## src/rtl/debounce_step_gen.sv

```systemverilog
// Push-button conditioner: 2-FF synchronizer plus debounce FSM producing one-cycle step pulses.
// Optional auto-repeat while held is enabled by defining AUTO_REPEAT_EN.
module debounce_step_gen #(
  parameter int unsigned DEBOUNCE_CYCLES = 4,
  parameter int unsigned CNT_W           = 16,
  parameter int unsigned REPEAT_DELAY    = 8,
  parameter int unsigned REPEAT_PERIOD   = 4
) (
  input  logic clk,
  input  logic reset,
  input  logic btn_in,
  output logic btn_state,
  output logic press_pulse,
  output logic release_pulse
);

  typedef enum logic [1:0] {
    IDLE         = 2'd0,
    WAIT_PRESS   = 2'd1,
    PRESSED      = 2'd2,
    WAIT_RELEASE = 2'd3
  } state_t;

  localparam logic [CNT_W-1:0] CNT_ONE  = CNT_W'(1);
  localparam logic [CNT_W-1:0] DEB_LAST = CNT_W'(DEBOUNCE_CYCLES - 1);

  logic [1:0]       sync_q, sync_d;
  logic             btn_s;
  state_t           state_q, state_d;
  logic [CNT_W-1:0] cnt_q, cnt_d;
  logic             btn_state_q, btn_state_d;
  logic             press_pulse_q, press_pulse_d;
  logic             release_pulse_q, release_pulse_d;
  logic             accept_press, accept_release;
  logic             rpt_fire;

  // sync_q[0] is the metastability catcher; only sync_q[1] is seen by the FSM.
  always_comb begin
    sync_d = {sync_q[0], btn_in};
  end

  assign btn_s = sync_q[1];

  always_ff @(posedge clk or posedge reset) begin
    if (reset) begin
      sync_q          <= 2'b00;
      state_q         <= IDLE;
      cnt_q           <= '0;
      btn_state_q     <= 1'b0;
      press_pulse_q   <= 1'b0;
      release_pulse_q <= 1'b0;
    end else begin
      sync_q          <= sync_d;
      state_q         <= state_d;
      cnt_q           <= cnt_d;
      btn_state_q     <= btn_state_d;
      press_pulse_q   <= press_pulse_d;
      release_pulse_q <= release_pulse_d;
    end
  end

  // The debounce counter only advances while below DEB_LAST, so it never wraps.
  always_comb begin
    state_d = state_q;
    cnt_d   = cnt_q;
    case (state_q)
      IDLE: begin
        if (btn_s) begin
          state_d = WAIT_PRESS;
          cnt_d   = '0;
        end
      end
      WAIT_PRESS: begin
        if (!btn_s) begin
          state_d = IDLE;
        end else if (cnt_q == DEB_LAST) begin
          state_d = PRESSED;
        end else begin
          cnt_d = cnt_q + CNT_ONE;
        end
      end
      PRESSED: begin
        if (!btn_s) begin
          state_d = WAIT_RELEASE;
          cnt_d   = '0;
        end
      end
      WAIT_RELEASE: begin
        if (btn_s) begin
          state_d = PRESSED;
        end else if (cnt_q == DEB_LAST) begin
          state_d = IDLE;
        end else begin
          cnt_d = cnt_q + CNT_ONE;
        end
      end
      default: begin
        state_d = IDLE;
        cnt_d   = '0;
      end
    endcase
  end

  always_comb begin
    accept_press    = (state_q == WAIT_PRESS) && btn_s && (cnt_q == DEB_LAST);
    accept_release  = (state_q == WAIT_RELEASE) && !btn_s && (cnt_q == DEB_LAST);
    btn_state_d     = (state_d == PRESSED) || (state_d == WAIT_RELEASE);
    press_pulse_d   = accept_press | rpt_fire;
    release_pulse_d = accept_release;
  end

`ifdef AUTO_REPEAT_EN
  localparam logic [CNT_W-1:0] RPT_FIRST = CNT_W'(REPEAT_DELAY - 1);
  localparam logic [CNT_W-1:0] RPT_NEXT  = CNT_W'(REPEAT_PERIOD - 1);

  logic [CNT_W-1:0] rpt_cnt_q, rpt_cnt_d;
  logic             rpt_armed_q, rpt_armed_d;
  logic [CNT_W-1:0] rpt_target;

  // Timer runs only in PRESSED, so a release bounce freezes it rather than restarting it.
  always_comb begin
    rpt_cnt_d   = rpt_cnt_q;
    rpt_armed_d = rpt_armed_q;
    rpt_fire    = 1'b0;
    rpt_target  = rpt_armed_q ? RPT_NEXT : RPT_FIRST;
    if (state_q == PRESSED) begin
      if (rpt_cnt_q == rpt_target) begin
        rpt_fire    = 1'b1;
        rpt_cnt_d   = '0;
        rpt_armed_d = 1'b1;
      end else begin
        rpt_cnt_d = rpt_cnt_q + CNT_ONE;
      end
    end
    if (state_d == IDLE) begin
      rpt_cnt_d   = '0;
      rpt_armed_d = 1'b0;
    end
  end

  always_ff @(posedge clk or posedge reset) begin
    if (reset) begin
      rpt_cnt_q   <= '0;
      rpt_armed_q <= 1'b0;
    end else begin
      rpt_cnt_q   <= rpt_cnt_d;
      rpt_armed_q <= rpt_armed_d;
    end
  end
`else
  assign rpt_fire = 1'b0;
`endif

  assign btn_state     = btn_state_q;
  assign press_pulse   = press_pulse_q;
  assign release_pulse = release_pulse_q;

endmodule

```

## config.mk

```make
export PLATFORM = sky130hd
export DESIGN_NAME = debounce_step_gen
export DESIGN_NICKNAME = d
export VERILOG_FILES = /design/src/rtl/debounce_step_gen.sv
export SDC_FILE = /design/constraint.sdc
export NUM_CORES = 1
export LEC_CHECK = 0
export CAP_MARGIN = 10
export CORE_MARGIN = 1
export CORE_UTILIZATION = 58
export DETAILED_ROUTE_END_ITERATION = 10
export HOLD_SLACK_MARGIN = 0.05
export PLACE_DENSITY = 0.85
export SLEW_MARGIN = 20
export SYNTH_ARGS = -nofsm -noshare
export SYNTH_HDL_FRONTEND = slang
export SYNTH_SLANG_ARGS = --single-unit
```

## constraint.sdc

```tcl
create_clock -name clk -period 2.62 [get_ports clk]
set_clock_uncertainty 0.2 [all_clocks]
set_input_delay 0.393 -clock clk [delete_from_list [all_inputs] [get_ports clk]]
set_output_delay 0.393 -clock clk [all_outputs]
set_load 0.02 [all_outputs]
```

==> impl_metrics.csv, run 1 <==
group,metric,value,unit
layout,layout-drive-gt1-share,11.48,%
routing,drtPass1Iterations,4,
layout,fillers,162,
synth,synth-edff-count,0,
floorplanning,dieArea,2322,sq um
clock_network,ctsHoldBuffers,0,
min_path,hold_path_class,"flop to flop",
worst_setup_path,cp.required,2.63,ns
global_routing,grt_use_total,24.32,%
routing,vias,1005,
clock_network,cts_resized,0,
clock_network,clock_latency,0.29,ns
synth,ys_ff_latch,22,
layout,nNetsFinal,127,
sta,hold_viol,0,
synth,seq_area_frac_synth,44.49,%
worst_setup_path,critical_path_class,"flop to flop",
synth,synth_compound_area_share,22.04,%
placed_design,pre_cts_slack,0.4209,ns
synth,synth_fa_ha_area_share,1.011,%
global_routing,antenna_found_initial,0,
routing,ant_nets,0,
routing,via_per_inst,6.745,
global_routing,grt_pass1_wl,3.939,mm
sta,finalMaxSlewViolations,0,
synth,syn_area,1237,sq um
status,status,"finished clean",
floorplanning,io_pins,6,
routing,drt-total-wl,2.513,mm
clock_network,cts_inserted_buffers,3,
synth,synth_ff_type,"dfrtp_1",
clock_network,cts.htree.levels,1,
worst_setup_path,ff2ff_setup_slack,0.39,ns
clock_network,clk_pin_slew,0.12,ns
routing,wl_per_cell,16.87,um
sta,slew_headroom,46.29,%
clock_network,cts_buffer_depth,2,
worst_setup_path,slowest_delay,0.45,ns
worst_setup_path,cp.buffers_inverters,1,
sta,finalWorstSetupSlack,0.3879,ns
power_and_ir_drop,power.density,724.2,nW/um^2
layout,stdcell_count,149,
worst_setup_path,crit_arrival,2.24,ns
layout,num_antenna_cells,0,
clock_network,cts_num_sinks,22,
worst_setup_path,cpMaxStageDelayCell,"dfrtp_1",
layout,seqCellArea,550.5,sq um
clock_network,cts_tree,"built",
floorplanning,start_util,62.44,%
power_and_ir_drop,p_leak,0.0005205,uW
worst_setup_path,startpoint_type,"flop",
worst_setup_path,endpoint_kind,"flop",
worst_setup_path,r2r_cells,6,
placed_design,portBuffers,5,
worst_setup_path,crit_fanout,19,
layout,multi_input_area,615.6,sq um
placed_design,post-dp-hpwl,1.820,mm
layout,area_growth_syn_to_layout,4.853,%
sta,post-route-period-util,85.20,%
worst_setup_path,critPathTopFamily,"compound AO/OA/AOI/OAI gates",
min_path,hold_depth,0,
synth,synth.distinct_cells,40,
synth,yosys.area_share.simple,24.27,%
synth,synth_xor_area_share,0.7078,%
min_path,min_to,"sync_q[1]",
layout,fin_util,65.47,%
sta,fin_tns_setup,0,ns
sta,finalSetupViolations,0,
routing,remaining_drc_errors,0,
routing,drt_iter0_markers,40,
synth,syn_inst,123,
synth,synth_top_family_by_area,"simple AND/OR/NAND/NOR gates",
sta,finalCriticalPeriod,2.232,ns
clock_network,cts_setup_buffers,0,
worst_setup_path,worstPathCellList,"ha_1, nor4b_2, a41o_4, inv_2, nand2_2, o41ai_2",
sta,max_freq,0.4480,GHz
floorplanning,rows,16,
global_routing,grt_max_degree,23,
power_and_ir_drop,totalPowerFinal,939.6,uW
power_and_ir_drop,peakVddDrop,0.5887,mV
placed_design,dpl.cell_count,145,
global_routing,grt_pass1_vias,877,
synth,synthMuxAreaShare,1.719,%
synth,synth_area_per_cell,10.06,sq um
synth,synth_nets,127,
placed_design,gp_congestion,0.8740,
sta,tightestPinTransition,0.8048,ns
worst_setup_path,r2r_start,"cnt_q[0]",
synth,async_flop_share,100.0,%
global_routing,grt_overflow,0,
clock_network,cts_root_buf,"clkbuf_4",
min_path,worstHoldStart,"sync_q[0]",
flow_run,cap_viol_max_count,0,
floorplanning,core,1982,sq um
worst_setup_path,reg2reg_to,"cnt_q[7]",
floorplanning,die_w,48.19,um
sta,rsz0062_at_grt,"no",
floorplanning,dieHeight,48.19,um
synth,synth-warning-count,0,
registers in the layout, indices dropped and copies added, names as in the netlist:
signal / cells
btn_state: 1
state_q: 1
sync_q: 2
press_pulse: 1
release_pulse: 1
cnt_q: 16
report_power, final:
part | internal [uW] | switching, uW
logic | 124 | 198
clock network | 84.6 | 94.0
registers | 374 | 64.7
cells in the mapped netlist, types with 2 or more instances:
| cell | number | area (sq um) |
|---|---|---|
| nor2_1 | 2 | 7.510 |
| and3_1 | 4 | 25.02 |
| nand2_1 | 8 | 30.03 |
| a21oi_1 | 2 | 10.01 |
| inv_1 | 2 | 7.510 |
| a41oi_1 | 3 | 26.28 |
| nand3_1 | 11 | 55.05 |
| o21ai_1 | 4 | 20.02 |
| o31ai_1 | 7 | 52.55 |
| o21ai_0 | 12 | 60.06 |
| buf_2 | 5 | 25.02 |
| nor3b_1 | 2 | 15.01 |
| a31oi_1 | 4 | 25.02 |
| and4_1 | 4 | 35.03 |
| buf_4 | 2 | 15.01 |
| nand4_1 | 4 | 25.02 |
| and2_1 | 2 | 12.51 |
| dfrtp_1 | 22 | 550.5 |
| nor4_2 | 2 | 25.02 |
worst max-delay path by stage:
stage	start	to	slack, ns	cells past startpoint
3_3_place_gp	cnt_q[0]	cnt_q[7]	0.52	6
2_1_floorplan	cnt_q[0]	cnt_q[4]	0.67	5
5_1_grt	cnt_q[0]	cnt_q[5]	0.26	6
4_1_cts	cnt_q[0]	cnt_q[7]	0.39	6
6_report	cnt_q[0]	cnt_q[7]	0.39	6
3_5_place_dp	cnt_q[0]	cnt_q[7]	0.42	6
per-layer routing:
layer,global-route usage [%],wire (um),vias up
li1,-,-,472
met1,32.86,1117,480
met2,40.27,1208,47
met3,2.593,138,6
met4,8.889,48,0
met5,0,0,-
logic make-up (layout without fill, tap and decap cells):
group,after synthesis,in the layout
simple gates,46,46
compound gates,38,38
flops,22,22
buf+inv,13,12
mux,2,2
fa+ha+maj,1,1
xor+xnor,1,1
per-stage QoR:
stage | hold WS (ns) | cell area (sq um)
floorplan | 0.1312 | 1237
global route | 0.1795 | 1297
finish | 0.1711 | 1297
detailed placement | 0.1497 | 1261
CTS | 0.1778 | 1297
global placement | 0.1366 | 1261
cells in the final DEF, fill, tap and decap left out, types with 2 or more instances in the layout:
| cell type | Yosys | routed |
|---|---|---|
| a21oi_1 | 2 | 2 |
| a31oi_1 | 4 | 4 |
| a41oi_1 | 3 | 3 |
| and2_1 | 2 | 2 |
| and3_1 | 4 | 4 |
| and4_1 | 4 | 4 |
| clkbuf_4 | 0 | 3 |
| clkdlybuf4s50_1 | 0 | 5 |
| dfrtp_1 | 22 | 22 |
| inv_1 | 2 | 2 |
| nand2_1 | 8 | 8 |
| nand3_1 | 11 | 11 |
| nand4_1 | 4 | 4 |
| nor2_1 | 2 | 2 |
| nor3b_1 | 2 | 2 |
| nor4_2 | 2 | 2 |
| o21ai_0 | 12 | 12 |
| o21ai_1 | 4 | 4 |
| o31ai_1 | 7 | 7 |
area by class of cell:
type / count / area share [%]
Sequential cell: 22 / 42.43
Clock buffer: 4 / 2.797
Inverter: 3 / 0.8679
Timing Repair Buffer: 5 / 3.857
Tap cell: 27 / 2.604
Multi-Input combinational cell: 88 / 47.44
No activity file was read; power rests on OpenSTA's default activity.
==> run 2, diff against run 1 <==
--- a/config.mk
+++ b/config.mk
@@ -9,6 +9,7 @@
 export CORE_MARGIN = 1
 export CORE_UTILIZATION = 58
 export DETAILED_ROUTE_END_ITERATION = 10
+export GPL_ROUTABILITY_DRIVEN = 0
 export HOLD_SLACK_MARGIN = 0.05
 export PLACE_DENSITY = 0.85
 export SLEW_MARGIN = 20
==> results of run 2 <==
The final DEF is identical to that of run 1; final timing and power are the same.
==> run 3, diff against run 2 <==
--- a/config.mk
+++ b/config.mk
@@ -5,8 +5,9 @@
 export SDC_FILE = /design/constraint.sdc
 export NUM_CORES = 1
 export LEC_CHECK = 0
+export ABC_AREA = 1
 export CAP_MARGIN = 10
-export CORE_MARGIN = 1
+export CORE_MARGIN = 2
 export CORE_UTILIZATION = 58
 export DETAILED_ROUTE_END_ITERATION = 10
 export GPL_ROUTABILITY_DRIVEN = 0
==> run 3 against run 2 <==
Routed wire length rose by 8.1%. Worst hold slack lost 0.0058 ns. Via count grew 19%. Clock power increased by 47%. Sequential power is 1% higher. Utilization is 0.88 points lower. Flip-flop and latch count stayed put. Count of clock-buffer cells in the layout down 1. Combinational power down 16%. Power rose by 4.1%. Largest cell class unchanged.
==> impl_metrics.csv, run 3 <==
group,metric,value,unit
synth,async_flop_share,100.0,%
synth,ys_ff_latch,22,
synth,ys_top_cells_by_count,"nand2_1 (55), nor2_1 (28), dfrtp_1 (22), nand3_1 (17), inv_1 (9)",
layout,regMostFlops,"cnt_q",
routing,ant_nets,0,
global_routing,antenna_found_initial,0,
clock_network,cts_buffer_depth,2,
worst_setup_path,crit_fanout,4,
synth,yosys.area.top_type,"dfrtp_1",
worst_setup_path,cp.buffers_inverters,1,
layout,fillers,174,
worst_setup_path,endpoint_kind,"output port",
routing,drt_iter0_markers,49,
sta,finalCriticalPeriod,1.953,ns
clock_network,cts_setup_buffers,0,
min_path,hold_depth,0,
routing,wl_per_cell,13.12,um
global_routing,grt_use_total,25.05,%
power_and_ir_drop,peakVddDrop,0.5619,mV
layout,layout-drive-gt1-share,9.497,%
synth,synth_top_cell_area_share,42.55,%
global_routing,grt_overflow,0,
clock_network,cts_root_buf,"clkbuf_4",
worst_setup_path,critical_path_class,"flop to output port",
layout,postLayoutCellArea,1401,sq um
global_routing,grt_max_degree,25,
layout,fin_util,64.59,%
min_path,hold_path_class,"flop to flop",
global_routing,grt_pass1_vias,1109,
sta,max_freq,0.5121,GHz
worst_setup_path,reg2reg_to,"cnt_q[6]",
synth,synth-edff-count,0,
sta,finalSetupViolations,0,
synth,synth_ff_type,"dfrtp_1",
global_routing,grt_pass1_wl,4.919,mm
floorplanning,dieHeight,51.23,um
layout,num_antenna_cells,0,
worst_setup_path,r2r_cells,8,
layout,layout.cells.most_common,"nand2_1",
layout,nNetsFinal,184,
synth,syn_area,1294,sq um
floorplanning,start_util,59.63,%
status,status,"finished clean",
floorplanning,die_w,51.23,um
worst_setup_path,cpMaxStageDelayCell,"clkdlybuf4s50_1",
worst_setup_path,worst-path-stages,1,
power_and_ir_drop,totalPowerFinal,978.6,uW
worst_setup_path,startpoint_type,"flop",
worst_setup_path,worstPathCellList,"clkdlybuf4s50_1",
clock_network,cts_tree,"built",
worst_setup_path,cp.required,2.03,ns
layout,largest_register_ffs,16,
routing,remaining_drc_errors,0,
layout,largestRegisters,"cnt_q (16), sync_q (2)",
sta,fin_tns_setup,0,ns
sta,tightestPinTransition,0.4603,ns
clock_network,cts_resized,0,
sta,finalMaxSlewViolations,0,
synth,synth_nets,177,
floorplanning,io_pins,6,
floorplanning,dieArea,2625,sq um
clock_network,ctsHoldBuffers,0,
routing,drtPass1Iterations,4,
worst_setup_path,r2r_start,"state_q[0]",
placed_design,placed_area,1349,sq um
clock_network,clk_pin_slew,0.12,ns
sta,post-route-period-util,74.53,%
routing,drt-total-wl,2.716,mm
placed_design,portBuffers,5,
clock_network,clock_latency,0.32,ns
synth,synthTopCellsByArea,"dfrtp_1 (43%), nand2_1 (16%), nor2_1 (8.1%)",
worst_setup_path,crit_arrival,1.36,ns
synth,synth-warning-count,0,
clock_network,cts_inserted_buffers,3,
synth,synth_most_common_cell,"nand2_1",
worst_setup_path,critical_path.endpoint,"btn_state",
layout,area_growth_syn_to_layout,8.317,%
floorplanning,rows,17,
synth,synth.distinct_cells,23,
placed_design,dpl.cell_count,203,
sta,slew_headroom,69.31,%
clock_network,cts_num_sinks,22,
synth,syn_inst,173,
power_and_ir_drop,p_leak,0.0005872,uW
power_and_ir_drop,power.density,698.3,nW/um^2
clock_network,cts.htree.levels,1,
worst_setup_path,slowest_delay,0.62,ns
floorplanning,core,2170,sq um
sta,rsz0062_at_grt,"no",
placed_design,post-dp-hpwl,1.962,mm
worst_setup_path,ff2ff_setup_slack,0.71,ns
layout,stdcell_count,207,
routing,vias,1193,
flow_run,cap_viol_max_count,0,
routing,via_per_inst,5.763,
sta,hold_viol,0,
synth,seq_area_frac_synth,42.55,%
worst_setup_path,startpoint,"btn_state",
layout,final_cell_mix,"nand2_1 (55), nor2_1 (28), dfrtp_1 (22)",
worst_setup_path,critPathTopFamily,"buffers and inverters",
synth,synth_area_per_cell,7.478,sq um
## run 3: cell count changes after synthesis, sizes merged, moves of 6 or more
cell / delta
nand2: +46
nor2: +28
inv: +8
o31ai: -8
nand3: +6
o21ai: -6
## run 3: area by class of cell
class	count	area, sq um	share of cell area [%]
multi-input cells	136	661.9	47.23
flip-flops and latches	22	550.5	39.29
repair buffers	6	57.56	4.107
inverters	11	43.79	3.125
well taps	28	35.03	2.500
clock inverters	1	30.03	2.143
clock buffers	3	22.52	1.607
## run 3: stage by stage
step                setup WS (ns)  hold WS (ns)
finish                     0.6672        0.1652
global route               0.5065        0.1709
CTS                        0.6503        0.1695
detailed placement         0.7468        0.1389
global placement           0.8286        0.1349
floorplan                  0.9490        0.1312
## run 3: logic make-up after synthesis
logic type	count (synthesis)	share of synthesized area, %
and+or+nand+nor	113	36.94
xor gates and xnor gates	5	3.386
AOI/OAI and AO/OA	17	9.864
adders and majority gates	1	0.9670
buffers and inverters	15	6.286
DFF	22	42.55
## run 3: worst min-delay path by stage
stage,startpoint,to,slack (ns)
after global routing,sync_q[0],sync_q[1],0.17
after floorplan,sync_q[0],sync_q[1],0.13
after detailed placement,sync_q[0],sync_q[1],0.14
final,sync_q[0],sync_q[1],0.17
after global placement,sync_q[0],sync_q[1],0.13
after CTS,sync_q[0],sync_q[1],0.17
## run 3: report_power, final
group	internal, uW	switching (uW)
Sequential	375	69.4
Clock	155	108
Combinational	79.7	191
Total	610	369
## run 3: layer usage
metal  wire (um)  vias up  global-route usage (%)
met5           0        -                       0
met4          46        0                   8.333
met3         196       11                   6.140
met2        1305       53                   39.83
met1        1168      557                   33.59
li1            -      572                       -
==> variant 1, RTL diff (settings of run 2) <==
Add a define of `AUTO_REPEAT_EN`.
--- a/src/rtl/debounce_step_gen.sv
+++ b/src/rtl/debounce_step_gen.sv
@@ -1,4 +1,6 @@
 // Push-button conditioner: 2-FF synchronizer plus debounce FSM producing one-cycle step pulses.
 // Optional auto-repeat while held is enabled by defining AUTO_REPEAT_EN.
+`define AUTO_REPEAT_EN
+
 module debounce_step_gen #(
   parameter int unsigned DEBOUNCE_CYCLES = 4,
Formal check against the unedited RTL: same outputs for any inputs over 10 cycles, from zero or initial values and one cycle with reset high; that may be too few to reach the edited logic, so the function may still have changed.
==> variant 1 against run 2 <==
Via count up 83%. Utilization up 1.1 points. Final area up 75%. Fmax down 9.2%. Power up 60%. Die area up 68%. First-iteration DRC count rose to 6.5 times the old value. Clock power up 72%. Setup slack worse by 0.23 ns. Sequential cell count up 17. Synthesized area up 71%. Wire length up 78%.
==> variant 1: results (changes against run 2) <==
crit_family: "simple AND/OR/NAND/NOR gates"  # was compound AO/OA/AOI/OAI gates
grt_usage_pct: 26.0  # was 24.3%
multi_input_area_sq_mm: 0.00107  # was 616 sq um
synthMuxAreaShare_pct: 1.01  # was 1.72%
drtIter0Drc: 258  # was 40
clkCellAreaFrac_pct: 2.31  # was 2.80%
postSynthCellCount: 231  # was 123
vias_per_cell: 6.44  # was 6.74
vias: 1841  # was 1005
reg.largest.list: "cnt_q x16, rpt_cnt_q x16, sync_q x2"  # was cnt_q x16, sync_q x2
buffer_area_share_pct: 4.18  # was 3.86%
drive_above_1_share_pct: 10.0  # was 11.5%
yosys-top-cells-area: "dfrtp_1, o21ai_0, nand2_1"  # was dfrtp_1, o21ai_0, nand3_1
nets: 244  # was 127
status: "completed"  # unchanged
power.density_mw_per_mm2: 661  # was 724 mW/mm^2
dp_slack_ns: 0.0874  # was 0.421 ns
wl_met2_mm: 1.95  # was 1.21 mm
place_hpwl_mm: 3.02  # was 1.82 mm
buffers: 11  # was 5
crit_end: "rpt_cnt_q[10]$_DFFE_PP0P_"  # was cnt_q[7]$_DFFE_PP0P_
synth_compound_area_share_pct: 20.7  # was 22.0%
ys_top_cells_by_count: "dfrtp_1, o21ai_0, nand2_1, nor2_1"  # was dfrtp_1, o21ai_0, nand3_1, nand2_1, o31ai_1
async_reset_ff_share_pct: 100  # unchanged
synth-seq-area-share_pct: 46.2  # was 44.5%
p_switching_mw: 0.572  # was 0.357 mW
htreeDepth: 2  # was 1
synthXorXnorAreaFrac_pct: 1.24  # was 0.708%
fin_crit_ns: 2.46  # was 2.23 ns
hp-class: "reg -> reg"  # unchanged
met1_usage_pct: 35.6  # was 32.9%
grt_use_met2_pct: 38.9  # was 40.3%
p_leak_nw: 0.924  # was 0.520 nW
post_cts_buffers: 0  # unchanged
cts_buffers: 5  # was 3
max_stage_delay_ns: 0.42  # was 0.45 ns
met3WireLength_um: 323  # was 138 um
wirelength_met1_mm: 2.09  # was 1.12 mm
inv_count: 6  # was 3
p_seq_share_pct: 47.5  # was 46.7%
peakVddDrop_mv: 0.337  # was 0.589 mV
clock-sinks: 39  # was 22
total_power_mw: 1.50  # was 0.940 mW
fill_cells: 274  # was 162
cp.arrival_ns: 2.55  # was 2.24 ns
crit_fanout: 13  # was 19
clk_path_buf_depth: 2  # unchanged
placed_cell_area_sq_mm: 0.00222  # was 0.00126 sq mm
ys_types: 43  # was 40
r2r_cells: 7  # was 6
multi_input_gates: 176  # was 88
slew_headroom_pct: 64.9  # was 46.3%
wl_mm: 4.48  # was 2.51 mm
grt_pass1_wl_mm: 7.98  # was 3.94 mm
rrSetupSlack_ns: 0.16  # was 0.39 ns
variant 1: worst min path at each step:
| stage | slack (ns) | cells past startpoint | start | endpoint |
|---|---|---|---|---|
| 3_5_place_dp | 0.14 | 0 | sync_q[0]$_DFF_PP0_ | sync_q[1]$_DFF_PP0_ |
| 2_1_floorplan | 0.13 | 0 | sync_q[0]$_DFF_PP0_ | sync_q[1]$_DFF_PP0_ |
| 5_1_grt | 0.17 | 0 | sync_q[0]$_DFF_PP0_ | sync_q[1]$_DFF_PP0_ |
| 4_1_cts | 0.17 | 0 | sync_q[0]$_DFF_PP0_ | sync_q[1]$_DFF_PP0_ |
| 3_3_place_gp | 0.13 | 0 | sync_q[0]$_DFF_PP0_ | sync_q[1]$_DFF_PP0_ |
| 6_report | 0.16 | 0 | sync_q[0]$_DFF_PP0_ | sync_q[1]$_DFF_PP0_ |
variant 1: what timing repair did:
action,in CTS,in global routing
gates resized for setup,0,2
hold buffers,0,0
endpoints found under the setup margin,0,6
==> variant 2, RTL diff (flow settings as in run 2) <==
Made on the original files. The 4 states of `state_t` get a one-hot encoding in 4 bits.
--- a/src/rtl/debounce_step_gen.sv
+++ b/src/rtl/debounce_step_gen.sv
@@ -15,9 +15,9 @@
 );
 
-  typedef enum logic [1:0] {
-    IDLE         = 2'd0,
-    WAIT_PRESS   = 2'd1,
-    PRESSED      = 2'd2,
-    WAIT_RELEASE = 2'd3
+  typedef enum logic [3:0] {
+    IDLE         = 4'b0001,
+    WAIT_PRESS   = 4'b0010,
+    PRESSED      = 4'b0100,
+    WAIT_RELEASE = 4'b1000
   } state_t;
 
Function: same outputs for any inputs over 10 cycles, from zero or initial values and one cycle with reset high; not proved beyond that.
==> variant 2 against run 2 <==
Setup slack lost 0.14 ns. Fmax shrank 6.1%. Final area grew 15%. Sequential share of layout area shrank 0.33 points. Synthesized area grew 12%. Non-clock buffer count grew 3. Wire length grew 8.3%. Sequential cell count grew 3. Worst hold slack gained 0.0081 ns. Critical path type unchanged. Critical endpoint is now cnt_q[15]$_DFFE_PP0P_. Largest cell class unchanged.
Power is not compared: it rests on default switching activity, and its combinational part moved more than twofold at a synthesized area within 25%.
==> variant 2: results (changes against run 2) <==
crit_fanout: 14  # was 19
min_period_over_period_pct: 90.7  # was 85.2%
dp_slack_ns: 0.207  # was 0.421 ns
clk_pin_slew_ns: 0.13
vias_per_cell: 6.39  # was 6.74
place_hpwl_mm: 1.99  # was 1.82 mm
synth_compound_area_share_pct: 18.2  # was 22.0%
num_rows: 17  # was 16
n_sequential_cell: 25  # was 22
placed_cell_area_sq_mm: 0.00145  # was 0.00126 sq mm
drtIter0Drc: 35  # was 40
grt_pass1_wl_mm: 4.42  # was 3.94 mm
vias: 1137  # was 1005
synth_fa_ha_area_share_pct: 0.900  # was 1.01%
yosys-top-cells-area: "dfrtp_1, or4_1, nand2_1"  # was dfrtp_1, o21ai_0, nand3_1
multi_input_gates: 108  # was 88
max_stage_delay_ns: 0.61  # was 0.45 ns
grt_max_degree: 19  # was 23
inv_count: 5  # was 3
nets: 155  # was 127
ys_types: 41  # was 40
multi_input_area_sq_um: 709  # was 616 sq um
synth-seq-area-share_pct: 45.1  # was 44.5%
clk_latency_ns: 0.32  # was 0.29 ns
worst_pin_slew_ns: 0.570  # was 0.805 ns
postSynthCellCount: 145  # was 123
wl_mm: 2.72  # was 2.51 mm
drive_above_1_share_pct: 8.67  # was 11.5%
cts_buffers: 3  # unchanged
synthMuxAreaShare_pct: 0  # was 1.72%
cp.arrival_ns: 2.43  # was 2.24 ns
r2r-end: "cnt_q[15]$_DFFE_PP0P_"  # was cnt_q[7]$_DFFE_PP0P_
rrSetupSlack_ns: 0.24  # was 0.39 ns
grt_usage_pct: 23.1  # was 24.3%
clkCellAreaFrac_pct: 1.76  # was 2.80%
ys_top_cells_by_count: "dfrtp_1, nand2_1, a21oi_1, or4_1"  # was dfrtp_1, o21ai_0, nand3_1, nand2_1, o31ai_1
post-route-util_pct: 66.7  # was 65.5%
buffer_area_share_pct: 4.87  # was 3.86%
first_global_vias: 996  # was 877
cp-startpoint: "state_q[1]$_DFF_PP0_"  # was cnt_q[0]$_DFFE_PP0P_
crit_family: "compound AO/OA/AOI/OAI gates"  # unchanged
fill_cells: 178  # was 162
whs_ns: 0.179  # was 0.171 ns
reg.largest.list: "cnt_q x16, state_q x4, sync_q x2"  # was cnt_q x16, sync_q x2
dp_cells: 174  # was 145
regArea_sq_um: 627  # was 551 sq um
status: "completed"  # unchanged
synthXorXnorAreaFrac_pct: 1.89  # was 0.708%
## variant 2: layer usage
metal	global-route usage (%)	vias up	part of all wire, %
met4	6.48	0	0.59
li1	-	560	-
met2	36.4	29	49
met5	0	-	0
met3	6.25	2	4.7
met1	31.3	546	45
## variant 2: where the power goes
group          switching, mW  internal (mW)
logic                 0.0550         0.0288
clock network          0.110         0.0596
registers             0.0172          0.395
## variant 2: worst register-to-register path, cell delays in order, from the launching register on
cell and delay (ns):
dfrtp_1 0.61, nor4bb_1 0.15, o31ai_4 0.36, o2111ai_1 0.16
buf_4 0.20, or4_1 0.48, a21oi_1 0.16
## variant 2: timing repair
action	4_1_cts	5_1_grt
resized for setup	0	1
hold endpoints to repair	0	0
hold buffers	0	0
setup endpoints to repair	0	1
